$ cat src/rtl/rename_pkg.sv
// Shared rename-stage definitions: register-file sizes, tag types and
// free-list pointer helpers. Used by both the free list and the RAT.
package rename_pkg;

    localparam int unsigned NUM_ARCH_REGS = 35;  // includes LO=33 and HI=34
    localparam int unsigned NUM_PHYS_REGS = 64;

    localparam int unsigned LOG_ARCH = $clog2(NUM_ARCH_REGS);
    localparam int unsigned LOG_PHYS = $clog2(NUM_PHYS_REGS);

    // Tags 0..NUM_ARCH_REGS-1 belong to the RAT at reset; the rest start free.
    localparam int unsigned FL_DEPTH = NUM_PHYS_REGS - NUM_ARCH_REGS;
    localparam int unsigned FL_PTR_W = $clog2(FL_DEPTH);
    localparam int unsigned FL_CNT_W = $clog2(FL_DEPTH + 1);

    typedef logic [LOG_ARCH-1:0] arch_reg_t;
    typedef logic [LOG_PHYS-1:0] phys_tag_t;
    typedef logic [FL_PTR_W-1:0] fl_ptr_t;
    typedef logic [FL_CNT_W-1:0] fl_cnt_t;

    // Depth is not a power of two, so pointers wrap explicitly.
    function automatic fl_ptr_t fl_ptr_inc(input fl_ptr_t p);
        return (p == fl_ptr_t'(FL_DEPTH - 1)) ? '0 : p + 1'b1;
    endfunction

endpackage

$ cat src/rtl/free_list_if.sv
// Renamer/retirement <-> free list signal bundle.
interface free_list_if;
    import rename_pkg::*;

    logic      alloc_req;
    logic      alloc_valid;
    phys_tag_t alloc_tag;
    logic      commit;
    logic      free_valid;
    phys_tag_t free_tag;
    logic      flush;
    fl_cnt_t   spec_count;
    logic      error;

    // Pipeline side: requests allocations, retires, releases, flushes.
    modport master (
        output alloc_req, commit, free_valid, free_tag, flush,
        input  alloc_valid, alloc_tag, spec_count, error
    );

    // Free list side.
    modport slave (
        input  alloc_req, commit, free_valid, free_tag, flush,
        output alloc_valid, alloc_tag, spec_count, error
    );

endinterface

$ cat src/rtl/free_list.sv
// Physical-register free list: circular FIFO of tags with a speculative
// head (advanced by allocation) and a committed head (advanced by
// retirement). Flush rolls the speculative head back to the committed one.
module free_list
    import rename_pkg::*;
(
    input  logic      clk,
    input  logic      reset,
    free_list_if.slave fl
);

    fl_ptr_t   s_head_q, s_head_d;
    fl_ptr_t   c_head_q, c_head_d;
    fl_ptr_t   tail_q,   tail_d;
    fl_cnt_t   spec_count_q, spec_count_d;
    fl_cnt_t   c_count_q,    c_count_d;
    logic      error_q,      error_d;
    phys_tag_t mem_q [FL_DEPTH];

    fl_cnt_t   in_flight;
    logic      alloc_valid;
    logic      alloc_fire;
    logic      commit_ok;
    logic      free_ok;

    // Allocation outputs depend on registered state only.
    assign alloc_valid    = (spec_count_q != '0);
    assign fl.alloc_valid = alloc_valid;
    assign fl.alloc_tag   = mem_q[s_head_q];
    assign fl.spec_count  = spec_count_q;
    assign fl.error       = error_q;

    // Event legality and next-state for pointers, counters and error flag.
    always_comb begin
        in_flight  = c_count_q - spec_count_q;
        alloc_fire = fl.alloc_req && alloc_valid && !fl.flush;
        commit_ok  = fl.commit && (in_flight != '0);
        free_ok    = fl.free_valid
                  && (c_count_q < fl_cnt_t'(FL_DEPTH))
                  && (fl.free_tag != '0);

        error_d = error_q
               || (fl.commit && !commit_ok)
               || (fl.free_valid && !free_ok);

        c_head_d  = commit_ok ? fl_ptr_inc(c_head_q) : c_head_q;
        tail_d    = free_ok   ? fl_ptr_inc(tail_q)   : tail_q;
        c_count_d = c_count_q - fl_cnt_t'(commit_ok) + fl_cnt_t'(free_ok);

        // Flush targets are taken after this cycle's commit/free.
        if (fl.flush) begin
            s_head_d     = c_head_d;
            spec_count_d = c_count_d;
        end else begin
            s_head_d     = alloc_fire ? fl_ptr_inc(s_head_q) : s_head_q;
            spec_count_d = spec_count_q + fl_cnt_t'(free_ok) - fl_cnt_t'(alloc_fire);
        end
    end

    // Pointer, counter and sticky-error registers.
    always_ff @(posedge clk) begin
        if (reset) begin
            s_head_q     <= '0;
            c_head_q     <= '0;
            tail_q       <= '0;
            spec_count_q <= fl_cnt_t'(FL_DEPTH);
            c_count_q    <= fl_cnt_t'(FL_DEPTH);
            error_q      <= 1'b0;
        end else begin
            s_head_q     <= s_head_d;
            c_head_q     <= c_head_d;
            tail_q       <= tail_d;
            spec_count_q <= spec_count_d;
            c_count_q    <= c_count_d;
            error_q      <= error_d;
        end
    end

    // Tag storage: loaded with the non-architectural tags on reset, single
    // write port at the tail.
    always_ff @(posedge clk) begin
        if (reset) begin
            for (int unsigned i = 0; i < FL_DEPTH; i++) begin
                mem_q[i] <= phys_tag_t'(NUM_ARCH_REGS + i);
            end
        end else if (free_ok) begin
            mem_q[tail_q] <= fl.free_tag;
        end
    end

endmodule

$ cat src/flat_wrapper.sv
// flat-port wrapper written by rule: the top's interface ports become plain ports
module free_list_flat import rename_pkg::*;
  (clk, reset, fl_alloc_req, fl_commit, fl_free_valid, fl_free_tag, fl_flush, fl_alloc_valid, fl_alloc_tag, fl_spec_count, fl_error);
  free_list_if fl_i ();
  input  logic clk;
  input  logic reset;
  input wire logic [$bits(fl_i.alloc_req)-1:0] fl_alloc_req;
  input wire logic [$bits(fl_i.commit)-1:0] fl_commit;
  input wire logic [$bits(fl_i.free_valid)-1:0] fl_free_valid;
  input wire logic [$bits(fl_i.free_tag)-1:0] fl_free_tag;
  input wire logic [$bits(fl_i.flush)-1:0] fl_flush;
  output wire logic [$bits(fl_i.alloc_valid)-1:0] fl_alloc_valid;
  output wire logic [$bits(fl_i.alloc_tag)-1:0] fl_alloc_tag;
  output wire logic [$bits(fl_i.spec_count)-1:0] fl_spec_count;
  output wire logic [$bits(fl_i.error)-1:0] fl_error;
  assign fl_i.alloc_req = fl_alloc_req;
  assign fl_i.commit = fl_commit;
  assign fl_i.free_valid = fl_free_valid;
  assign fl_i.free_tag = fl_free_tag;
  assign fl_i.flush = fl_flush;
  assign fl_alloc_valid = fl_i.alloc_valid;
  assign fl_alloc_tag = fl_i.alloc_tag;
  assign fl_spec_count = fl_i.spec_count;
  assign fl_error = fl_i.error;
  free_list u_core (.clk(clk), .reset(reset), .fl(fl_i));
endmodule
$ cat config.mk
export PLATFORM = sky130hd
export DESIGN_NAME = free_list_flat
export DESIGN_NICKNAME = d
export VERILOG_FILES = /design/src/rtl/rename_pkg.sv /design/src/rtl/free_list_if.sv /design/src/rtl/free_list.sv /design/src/flat_wrapper.sv
export SDC_FILE = /design/constraint.sdc
export NUM_CORES = 1
export LEC_CHECK = 0
export CAP_MARGIN = 20
export CORE_UTILIZATION = 50
export CTS_BUF_LIST = sky130_fd_sc_hd__clkbuf_4
export CTS_CLUSTER_DIAMETER = 30
export DETAILED_ROUTE_END_ITERATION = 10
export PLACE_DENSITY = 0.67
export SYNTH_ARGS = -nofsm -noshare
export SYNTH_HDL_FRONTEND = slang
export SYNTH_SLANG_ARGS = --single-unit
$ cat constraint.sdc
create_clock -name clk -period 9.65 [get_ports clk]
set_clock_uncertainty 0.1 [all_clocks]
set_input_delay 2.895 -clock clk [delete_from_list [all_inputs] [get_ports clk]]
set_output_delay 2.895 -clock clk [all_outputs]
set_load 0.01 [all_outputs]
After elaboration in Yosys (flattened, before gate mapping)
Memories as Yosys holds them, arrays and structs flattened. A register that Yosys moved wholly into a read port is not among the register bits.
Cells that the tools add are included.
W data, S select, Z words.

storage, ports and cells
  register bits after elaboration = 26
  bits in writable memories = 174
  output and inout port bits = 13
  word-level logic and storage cells = 53
  memories = 1

cells by class
  add/subtract/negate cells = 8
  magnitude comparators = 1
  equal/unequal tests = 3
  mux-type cells = 17
  reduce and logical (&&, ||, !) cells = 17

memories
  memory        depth  width  rd ports  clocked after Yosys merged registers in  wr ports  RTL line         RTL
  u_core.mem_q  29     6      1         1                                        29        free_list.sv:18  phys_tag_t mem_q [FL_DEPTH];

operators by type and width
  kind                   count
  $mux W5                10
  $add A5 B1 Y5 const B  3
  $eq A5 B5 Y1 const B   3
  $add A5 B1 Y5          2
  $reduce_bool A5 Y1     2
  $sub A5 B1 Y5          2
  $logic_and A1 B1 Y1    7
  $mux W1                6
  $mux W6                1
  $reduce_bool A6 Y1     1
  $reduce_or A6 Y1       1
  $lt A5 B5 Y1 const B   1
  $sub A5 B5 Y5          1
  $logic_not A1 Y1       3
  $logic_or A1 B1 Y1     2
  $reduce_bool A2 Y1     1

Logic depth before layout (Yosys ltp)
  depth after elaboration = 8
  depth in mapped cells = 16

Worst setup path before layout
Ideal clock, no wire load.

  path kind = in2reg
  start = in fl_commit
  end = reg u_core.spec_count_q[4] (netlist: u_core.fl.spec_count[4])
  arrival time = 5019 ps
  required time = 9421 ps
  setup slack = 4402 ps
  cell stages on the path = 14
  cell sequence = inv_1 -> a31oi_1 -> a221o_1 -> buf_1 -> ha_1 -> inv_1 -> ha_1 -> inv_1 -> fa_1 -> inv_1 -> a21o_1 -> a21oi_1 -> xnor2_1 -> o211ai_1

between the ends
  cells in the longest elaborated chain, start to end = 4

ends and longest elaborated chain
  item                    RTL line           RTL
  start: declaration      flat_wrapper.sv:8  input wire logic [$bits(fl_i.commit)-1:0] fl_commit;
  $logic_and A1 B1 Y1     free_list.sv:37    commit_ok = fl.commit && (in_flight != '0);
  $sub A5 B1 Y5           free_list.sv:48    c_count_d = c_count_q - fl_cnt_t'(commit_ok) + fl_cnt_t'(free_ok);
  $add A5 B1 Y5           free_list.sv:48
  $mux W5                 free_list.sv:51    if (fl.flush) begin
  end signal: assignment  free_list.sv:66    spec_count_q <= fl_cnt_t'(FL_DEPTH);
  end signal: assignment  free_list.sv:73    spec_count_q <= spec_count_d;
  end: declaration        free_list.sv:15    fl_cnt_t spec_count_q, spec_count_d;

No other way between the ends.
A chain may end at the register's enable or synchronous reset.

==> flow_summary.json <==
{
  "status": "finished clean",
  "stdcell_count": 1145,
  "antenna_found_initial": 1,
  "synth_seq_cells": 223,
  "postCtsHoldBufs": 0,
  "vias": 6735,
  "synth-main-ff-cell": "edfxtp_1",
  "syn-cell-area_mm2": 0.0105,
  "place.gp.congestion": 0.843,
  "cp.buffers_inverters": 1,
  "hold_path.class": "reg2reg",
  "cts_num_sinks": 223,
  "synth_fp_nets": 835,
  "rows": 52,
  "first_iter_violations": 545,
  "ant_nets": 0,
  "drt_first_pass_iters": 5,
  "crit_type": "reg2out",
  "num_io_pins": 25,
  "worstPathCellList": "mux4_2 -> mux4_2 -> mux2_2 -> clkdlybuf4s50_1",
  "dp_hpwl_mm": 16.5,
  "cts_buffers": 58,
  "drc": 0,
  "clk_latency_ps": 640,
  "synth.avg_cell_area_um2": 13.2,
  "core_area_mm2": 0.0204,
  "drt_wl_total_mm": 24.4,
  "nets": 871,
  "start_util_pct": 51.5,
  "seq_area_frac_synth_pct": 60.7,
  "path_clk_slew_ps": 60,
  "htreeDepth": 2,
  "slew_viol_final": 0,
  "p_leak_nw": 3.72,
  "first_global_vias": 7028,
  "drive_above_1_share_pct": 21.7,
  "cp.arrival_ps": 3670,
  "cp_common_cell": "mux4_2",
  "synth_edf_count": 192,
  "multiInputGateArea_mm2": 0.00375,
  "fin_area_mm2": 0.0118,
  "setup.worst_path.start_class": "flop",
  "grt_util_all_layers_pct": 23.8,
  "slew-limit-headroom_pct": 34.2,
  "root_buffer": "clkbuf_4",
  "die-area_mm2": 0.0216,
  "synth.distinct_cells": 49,
  "ff_latch_area_mm2": 0.00639,
  "post_dp_cell_area_mm2": 0.0110,
  "place_inst": 1041,
  "finalPower_w": 0.00263,
  "finalSetupViolations": 0,
  "areaGrowthSynthToFinish_pct": 11.9,
  "vdd_drop_max_mv": 0.158,
  "drt-wirelength-per-cell_um": 21.3,
  "cts_buffer_depth": 3,
  "cts_resized": 0,
  "hold_violations": 0,
  "crit_required_ps": 6660,
  "critPathCaptureType": "output pin",
  "grt_pass1_wl_mm": 38.6,
  "maxCapViolations": 0,
  "die_w_um": 147,
  "ys_async_sr_fraction_pct": 0,
  "ys_warn_count": 0,
  "synth_cells": 795,
  "fillerInstances": 1652,
  "finish.utilization_pct": 57.6,
  "finalCritPeriodShare_pct": 69.1,
  "period_minus_slack_ps": 6660,
  "grt_max_degree": 49,
  "post_cts_buffers": 0,
  "slowest_stage": "dfxtp_4",
  "overflow": 0,
  "port_buffers": 24,
  "p_per_area_mw_per_mm2": 224,
  "fp.dieH_um": 147,
  "setup_tns_ps": 0,
  "drt-vias-per-instance": 5.88,
  "slowest_delay_ps": 980,
  "rsz0062_at_grt": "no",
  "cts_tree": "done",
  "fmax_ghz": 0.150,
  "worst_pin_slew_ps": 987,
  "crit_family": "multiplexers",
  "cp_max_fo": 48
}
layout by cell type, fill, tap and decap left out, types with 5 or more instances in the layout:
| cell type | instances |
|---|---|
| buf_4 | 9 |
| or2_2 | 16 |
| or2_1 | 5 |
| nor3_1 | 17 |
| clkbuf_4 | 88 |
| inv_1 | 34 |
| nand2b_1 | 11 |
| nor2_1 | 78 |
| xor2_1 | 5 |
| a21oi_1 | 10 |
| mux2_2 | 8 |
| edfxtp_1 | 192 |
| or3_1 | 11 |
| xnor2_1 | 5 |
| dfxtp_1 | 29 |
| o21ai_0 | 10 |
| ha_1 | 26 |
| clkinv_1 | 14 |
| clkdlybuf4s50_1 | 24 |
| mux4_2 | 60 |
| nand3_1 | 71 |
| nand2_1 | 83 |
metal layers:
layer / track usage [%] / vias up / part of all wire [%]
met4: 8.20 / 0 / 2.1
met1: 30.6 / 3311 / 39
met3: 5.06 / 44 / 8.2
met2: 40.1 / 321 / 51
met5: 0 / - / 0
li1: - / 3059 / -
stage by stage:
stage	hold slack, ps	setup WS [ps]
finish	415	2990
global route	454	2770
CTS	416	2900
detailed placement	408	3340
global placement	397	3490
floorplan	377	4400
cell usage after synthesis (16+ instances only):
library cell | count | share of area [%]
nand3_1 | 71 | 3.4
clkbuf_1 | 46 | 1.6
edfxtp_1 | 192 | 55
nand2_1 | 83 | 3.0
mux4_2 | 60 | 13
dfxtp_1 | 31 | 5.9
nor3_1 | 17 | 0.81
or2_2 | 16 | 0.95
inv_1 | 34 | 1.2
ha_1 | 26 | 3.1
nor2_1 | 78 | 2.8
final cells by class:
class                   instances  area share [%]
flip-flops and latches        223            54.3
multi-input cells             476            31.8
clock buffers                  88            5.61
repair buffers                 37            3.55
well taps                     270            2.87
inverters                      35            1.12
clock inverters                15           0.712
diodes                          1          0.0213
worst paths after layout:
| kind | from | endpoint | slack (ps) | depth (start not counted) |
|---|---|---|---|---|
| hold / removal | u_core.tail_q[1] | u_core.tail_q[1] | 410 | 2 |
| setup reg to reg | u_core.fl.spec_count[1] | u_core.fl.spec_count[4] | 6070 | 15 |
| hold reg to reg | u_core.tail_q[1] | u_core.tail_q[1] | 410 | 2 |
| setup / recovery | flop | fl_alloc_tag[0] | 2990 | 4 |
logic make-up after synthesis:
group           Yosys count  synth area share, %
mux                      71                 14.0
simple gates            314                 13.9
fa+ha+maj                28                 3.47
flops                   223                 60.7
buf+inv                  96                 3.70
compound gates           53                 3.38
xor+xnor                 10                0.832
power breakdown:
part	switching [W]	internal, W
combinational	0.000335	0.000311
sequential	0.0000789	0.00109
clock	0.000373	0.000439
sequential cells by signal, summed over array words and instances, names as in the netlist, named ones only:
signal	flops
u_core.mem_q	192
u_core.c_count_q	5
u_core.c_head_q	5
u_core.fl.spec_count	5
u_core.s_head_q	5
u_core.tail_q	5
u_core.fl.error	1
worst reg2reg max path, cell delays in order (launching register included):
cell      delay (ps)
dfxtp_1          440
inv_1            100
ha_1             200
nand2b_1         180
a211o_1          300
a221o_1          520
ha_1             350
inv_1             60
ha_1             150
inv_1             60
fa_1             450
inv_1             70
a21o_1           100
a21oi_1           70
xnor2_1          180
o211ai_1         100
Power figures use the tool's default switching activity.
